$ cat config.mk
export PLATFORM = sky130hd
export DESIGN_NAME = step_accum
export DESIGN_NICKNAME = d
export VERILOG_FILES = /design/src/rtl/step_accum.sv
export SDC_FILE = /design/constraint.sdc
export NUM_CORES = 1
export LEC_CHECK = 0
export ABC_AREA = 1
export BUFFER_PORTS_ARGS = -buffer_cell sky130_fd_sc_hd__buf_2
export CORE_MARGIN = 3
export CORE_UTILIZATION = 55
export DETAILED_ROUTE_END_ITERATION = 10
export GPL_TIMING_DRIVEN = 0
export PLACE_DENSITY = 0.88
export REMOVE_ABC_BUFFERS = 1
export SLEW_MARGIN = 20
export SYNTH_ARGS = -nofsm -noshare
export SYNTH_HDL_FRONTEND = slang
export SYNTH_SLANG_ARGS = --single-unit
$ cat constraint.sdc
create_clock -name clk -period 5.09 [get_ports clk]
set_input_delay 0.2545 -clock clk [delete_from_list [all_inputs] [get_ports clk]]
set_output_delay 0.2545 -clock clk [all_outputs]
set_load 0.1 [all_outputs]
$ cat src/rtl/step_accum.sv
// step_accum: CHANNELS independent WIDTH-bit counters driven by INC/ADD/LOAD/CLEAR
// commands over a valid/ready input. Each accepted command returns the channel's
// new value through a single registered valid/ready output stage.
module step_accum #(
  parameter int WIDTH    = 8,
  parameter int STEP     = 1,
  parameter int CHANNELS = 2,
  parameter int SATURATE = 0,
  localparam int CH_W    = (CHANNELS > 1) ? $clog2(CHANNELS) : 1
) (
  input  logic            clk,
  input  logic            rst_n,
  input  logic            in_valid,
  output logic            in_ready,
  input  logic [1:0]      in_cmd,
  input  logic [CH_W-1:0] in_ch,
  input  logic [WIDTH-1:0] in_data,
  output logic            out_valid,
  input  logic            out_ready,
  output logic [CH_W-1:0] out_ch,
  output logic [WIDTH-1:0] out_data,
  output logic            out_ovf,
  output logic            out_err
);

  localparam logic [1:0] CMD_INC  = 2'b00;
  localparam logic [1:0] CMD_ADD  = 2'b01;
  localparam logic [1:0] CMD_LOAD = 2'b10;

  localparam logic [WIDTH-1:0] STEP_W = WIDTH'(STEP);

  // Returns {ovf, result}: wrap keeps the carry as ovf, saturate clamps to all-ones.
  function automatic logic [WIDTH:0] add_ws(input logic [WIDTH-1:0] a,
                                            input logic [WIDTH-1:0] b);
    logic [WIDTH:0] sum;
    sum = {1'b0, a} + {1'b0, b};
    if ((SATURATE != 0) && sum[WIDTH])
      return {1'b1, {WIDTH{1'b1}}};
    return sum;
  endfunction

  logic [WIDTH-1:0] cnt [CHANNELS];
  logic [WIDTH-1:0] cur_p0;
  logic [WIDTH-1:0] res_p0;
  logic             ovf_p0;
  logic             ch_ok_p0;
  logic             accept;

  // Ready whenever the output slot is empty or being drained this cycle.
  assign in_ready = !out_valid || out_ready;
  assign accept   = in_valid && in_ready;

  // Stage p0: select the addressed counter and compute the command result.
  always_comb begin
    cur_p0   = '0;
    res_p0   = '0;
    ovf_p0   = 1'b0;
    ch_ok_p0 = ({1'b0, in_ch} < (CH_W + 1)'(CHANNELS));
    for (int i = 0; i < CHANNELS; i++) begin
      if (in_ch == CH_W'(i))
        cur_p0 = cnt[i];
    end
    case (in_cmd)
      CMD_INC:  {ovf_p0, res_p0} = add_ws(cur_p0, STEP_W);
      CMD_ADD:  {ovf_p0, res_p0} = add_ws(cur_p0, in_data);
      CMD_LOAD: res_p0 = in_data;
      default:  res_p0 = '0;
    endcase
    if (!ch_ok_p0) begin
      res_p0 = '0;
      ovf_p0 = 1'b0;
    end
  end

  // Counter bank: write the result back into the addressed channel on accept.
  always_ff @(posedge clk or negedge rst_n) begin
    if (!rst_n) begin
      for (int i = 0; i < CHANNELS; i++)
        cnt[i] <= '0;
    end else if (accept && ch_ok_p0) begin
      for (int i = 0; i < CHANNELS; i++) begin
        if (in_ch == CH_W'(i))
          cnt[i] <= res_p0;
      end
    end
  end

  // Stage p1: output register, loaded on accept, emptied on drain without refill.
  always_ff @(posedge clk or negedge rst_n) begin
    if (!rst_n) begin
      out_valid <= 1'b0;
      out_ch    <= '0;
      out_data  <= '0;
      out_ovf   <= 1'b0;
      out_err   <= 1'b0;
    end else if (accept) begin
      out_valid <= 1'b1;
      out_ch    <= in_ch;
      out_data  <= res_p0;
      out_ovf   <= ovf_p0;
      out_err   <= !ch_ok_p0;
    end else if (out_ready) begin
      out_valid <= 1'b0;
    end
  end

endmodule

==> flow_metrics.env <==
export IMPL_drt_wirelength_per_cell_um=11.5
export IMPL_tightestPinTransition_ps=567
export IMPL_vias_per_cell=5.14
export IMPL_cts_tree="built"
export IMPL_drc=0
export IMPL_setup_worst_path_end_class="flop"
export IMPL_critical_path_cell_chain="nand2_2 -> nand2_4 -> ha_1 -> inv_1 -> fa_1 -> inv_1 -> nand2_1 -> a21oi_1 -> nand2_1 -> nand3_1 -> nand3_2 -> nand2_1 -> nand2_1"
export IMPL_p_leak_nw=1.22
export IMPL_timing_critical_path_max_delay_family="simple AND/OR/NAND/NOR gates"
export IMPL_post_route_cells_drive_above_1_share_pct=19.8
export IMPL_grt_antenna_before_repair=0
export IMPL_ctsResizeCount=0
export IMPL_register_area_share_after_synthesis_pct=35.2
export IMPL_worst_path_max_delay_cell="sky130_fd_sc_hd__dfrtp_1"
export IMPL_power_total_mw=0.786
export IMPL_fin_hold_ws_ps=216
export IMPL_initial_core_util_pct=60.4
export IMPL_dieWidth_um=65.1
export IMPL_final_setup_skew_ps=1.97
export IMPL_route_antenna_remaining_nets=0
export IMPL_cts_max_path_buffers=2
export IMPL_grt_pass1_wl_um=7090
export IMPL_worst_path_largest_cell_delay_ps=400
export IMPL_run_status="complete, no violations"
export IMPL_post_cts_setup_buffers=0
export IMPL_worst_ir_drop_vdd_mv=0.287
export IMPL_fin_util_pct=66.7
export IMPL_place_detailed_instances=342
export IMPL_timing_final_hold_violations=0
export IMPL_post_route_period_util_pct=41.8
export IMPL_num_vias=1784
export IMPL_clock_network_latency_to_the_later_pin_of_the_worst_skew_pair_ps=320
export IMPL_setup_viols_final=0
export IMPL_timing_critical_path_buf_inv=2
export IMPL_ys_types=27
export IMPL_cts_root_buf="sky130_fd_sc_hd__clkbuf_4"
export IMPL_final_cell_mix="123 x sky130_fd_sc_hd__nand2_1, 27 x sky130_fd_sc_hd__dfrtp_1, 26 x sky130_fd_sc_hd__buf_2, 25 x sky130_fd_sc_hd__inv_1, 18 x sky130_fd_sc_hd__nand3_1"
export IMPL_detailed_place_hpwl_um=3220
export IMPL_core_area_um2=3180
export IMPL_setup_cp_type="flop to flop"
export IMPL_multi_input_comb_area_um2=1100
export IMPL_cp_required_ps=5320
export IMPL_detail_route_first_pass_iterations=4
export IMPL_grt_setup_unrepaired="no"
export IMPL_cts_htree_levels=1
export IMPL_combined_global_route_utilization_of_all_metal_layers_pct=20.7
export IMPL_floorplan_rows=20
export IMPL_post_synth_inst_count=275
export IMPL_totalWireLength_um=3990
export IMPL_cp_data_arrival_time_ps=2360
export IMPL_fill_cells=282
export IMPL_final_max_slew_violation_count=0
export IMPL_synthesis_area_per_instance_um2=6.98
export IMPL_finalNonFillerCells=347
export IMPL_cpMostUsedCell="sky130_fd_sc_hd__nand2_1"
export IMPL_area_sequential_um2=676
export IMPL_buffer_ports_inserted=26
export IMPL_critPathLaunchType="flop"
export IMPL_clk_pin_slew_worst_paths_ps=140
export IMPL_final_stage_net_count=329
export IMPL_cellPowerDensity_nw_per_um2=371
export IMPL_timing_max_slew_rel_slack_pct=62.2
export IMPL_tritoncts_num_buffers=3
export IMPL_final_replace_weighted_congestion=0.857
export IMPL_hold_path_class="input port to flop"
export IMPL_post_route_min_period_ps=2130
export IMPL_grt_start_max_net_pins=28
export IMPL_max_freq_ghz=0.470
export IMPL_design_portCount=28
export IMPL_synthesis_warning_total=0
export IMPL_clock_sinks=27
export IMPL_critical_path_fanout_max=5
export IMPL_diodes=0
export IMPL_die_y_um=65.1
export IMPL_first_global_vias=1693
export IMPL_drv_max_cap_violation_count=0
export IMPL_synth_cell_area_um2=1920
export IMPL_areaGrowthSynthToFinish_pct=10.4
export IMPL_die_area_um2=4230
export IMPL_global_route_congestion_overflow_total=0
export IMPL_fin_setup_tns_ps=0
export IMPL_layout_cells_most_common="sky130_fd_sc_hd__nand2_1"
export IMPL_detailedRoute_firstIterationViolations=95
export IMPL_ys_ff_latch=27
## logic make-up (layout without fill, tap and decap cells)
kind of cell / count (synthesis) / in the layout / synth area share (%)
other cells: 1 / 1 / 0.195
compound gates: 21 / 21 / 6.32
buf+inv: 34 / 62 / 7.24
simple gates: 182 / 182 / 44.1
flops: 27 / 27 / 35.2
fa+ha+maj: 10 / 10 / 6.91
## layer usage
layer / vias to the layer above / GRT usage, % / share of wire [%] / routed length [um]
li1: 915 / - / - / -
met1: 821 / 27.9 / 46 / 1850
met2: 46 / 35.6 / 48 / 1930
met3: 2 / 4.16 / 5.1 / 205
met4: 0 / 1.81 / 0.10 / 4
met5: - / 0 / 0 / 0
## worst reg2reg max path: stages (launching register included)
cell and delay (ps):
sky130_fd_sc_hd__dfrtp_1 400, sky130_fd_sc_hd__nand2_2 70, sky130_fd_sc_hd__nand2_4 110, sky130_fd_sc_hd__ha_1 210
sky130_fd_sc_hd__inv_1 70, sky130_fd_sc_hd__fa_1 350, sky130_fd_sc_hd__inv_1 90, sky130_fd_sc_hd__nand2_1 70
sky130_fd_sc_hd__a21oi_1 260, sky130_fd_sc_hd__nand2_1 90, sky130_fd_sc_hd__nand3_1 110, sky130_fd_sc_hd__nand3_2 90
sky130_fd_sc_hd__nand2_1 70, sky130_fd_sc_hd__nand2_1 50
## report_power, final
group	internal (mW)	total [mW]	switching [mW]	leakage [nW]
clock network	0.0307	0.0934	0.0626	0.0150
registers	0.260	0.286	0.0265	0.346
logic	0.105	0.406	0.301	0.858
total	0.396	0.786	0.390	1.22
## registers in the layout, indices dropped and copies added (netlist names)
register and count:
out_ovf 1, out_data 8, out_ch 1, cnt 16, out_valid 1
## worst paths after layout
path | cells after the start | endpoint | slack, ps | startpoint
setup reg to reg | 13 | cnt[4] | 2960 | cnt[0]
hold reg to reg | 2 | out_data[7] | 490 | out_data[7]
max in group asynchronous | 2 | out_data[2] | 4290 | rst_n
min in group asynchronous | 2 | cnt[15] | 430 | rst_n
setup / recovery | 13 | cnt[4] | 2960 | cnt[0]
hold / removal | 4 | out_valid | 220 | out_ready
## per-stage QoR
stage / instance area, um2 / setup slack (ps)
finish: 2120 / 2960
detailed placement: 2080 / 2630
global route: 2120 / 2790
CTS: 2120 / 2950
global placement: 2080 / 2690
floorplan: 1900 / 2280
## final cells by class
class / count / area share (%)
flip-flops and latches: 27 / 31.9
inverters: 31 / 5.49
well taps: 44 / 2.60
multi-input cells: 214 / 52.2
clock buffers: 4 / 1.24
repair buffers: 27 / 6.62
## repair_timing
action,4_1_cts,5_1_grt
endpoints found under the setup margin,0,0
hold endpoints to repair,27,0
hold buffers,1,0
## cell usage after synthesis
cell	n	area share, %
sky130_fd_sc_hd__inv_2	2	0.39
sky130_fd_sc_hd__or2_2	4	1.3
sky130_fd_sc_hd__nand3_2	4	2.1
sky130_fd_sc_hd__nand4_1	2	0.65
sky130_fd_sc_hd__o21ai_2	2	0.91
sky130_fd_sc_hd__ha_1	9	5.9
sky130_fd_sc_hd__nand2_4	6	3.5
sky130_fd_sc_hd__dfrtp_1	27	35
sky130_fd_sc_hd__nor2_1	11	2.2
sky130_fd_sc_hd__clkbuf_1	1	0.20
sky130_fd_sc_hd__buf_4	1	0.39
sky130_fd_sc_hd__inv_1	25	4.9
sky130_fd_sc_hd__a21o_1	1	0.39
sky130_fd_sc_hd__a21oi_1	8	2.1
sky130_fd_sc_hd__nand2_1	123	24
sky130_fd_sc_hd__nand3_1	18	4.7
sky130_fd_sc_hd__clkinv_1	4	0.78
sky130_fd_sc_hd__o21ai_0	3	0.78
sky130_fd_sc_hd__buf_6	1	0.59
sky130_fd_sc_hd__o221ai_1	1	0.46
sky130_fd_sc_hd__nand3b_1	1	0.39
sky130_fd_sc_hd__fa_1	1	1.0
sky130_fd_sc_hd__conb_1	1	0.20
sky130_fd_sc_hd__nor2_4	4	2.3
sky130_fd_sc_hd__o211ai_1	1	0.39
sky130_fd_sc_hd__nand2_2	9	2.9
sky130_fd_sc_hd__o21ai_1	5	1.3
(Power assumes the default switching activity.)
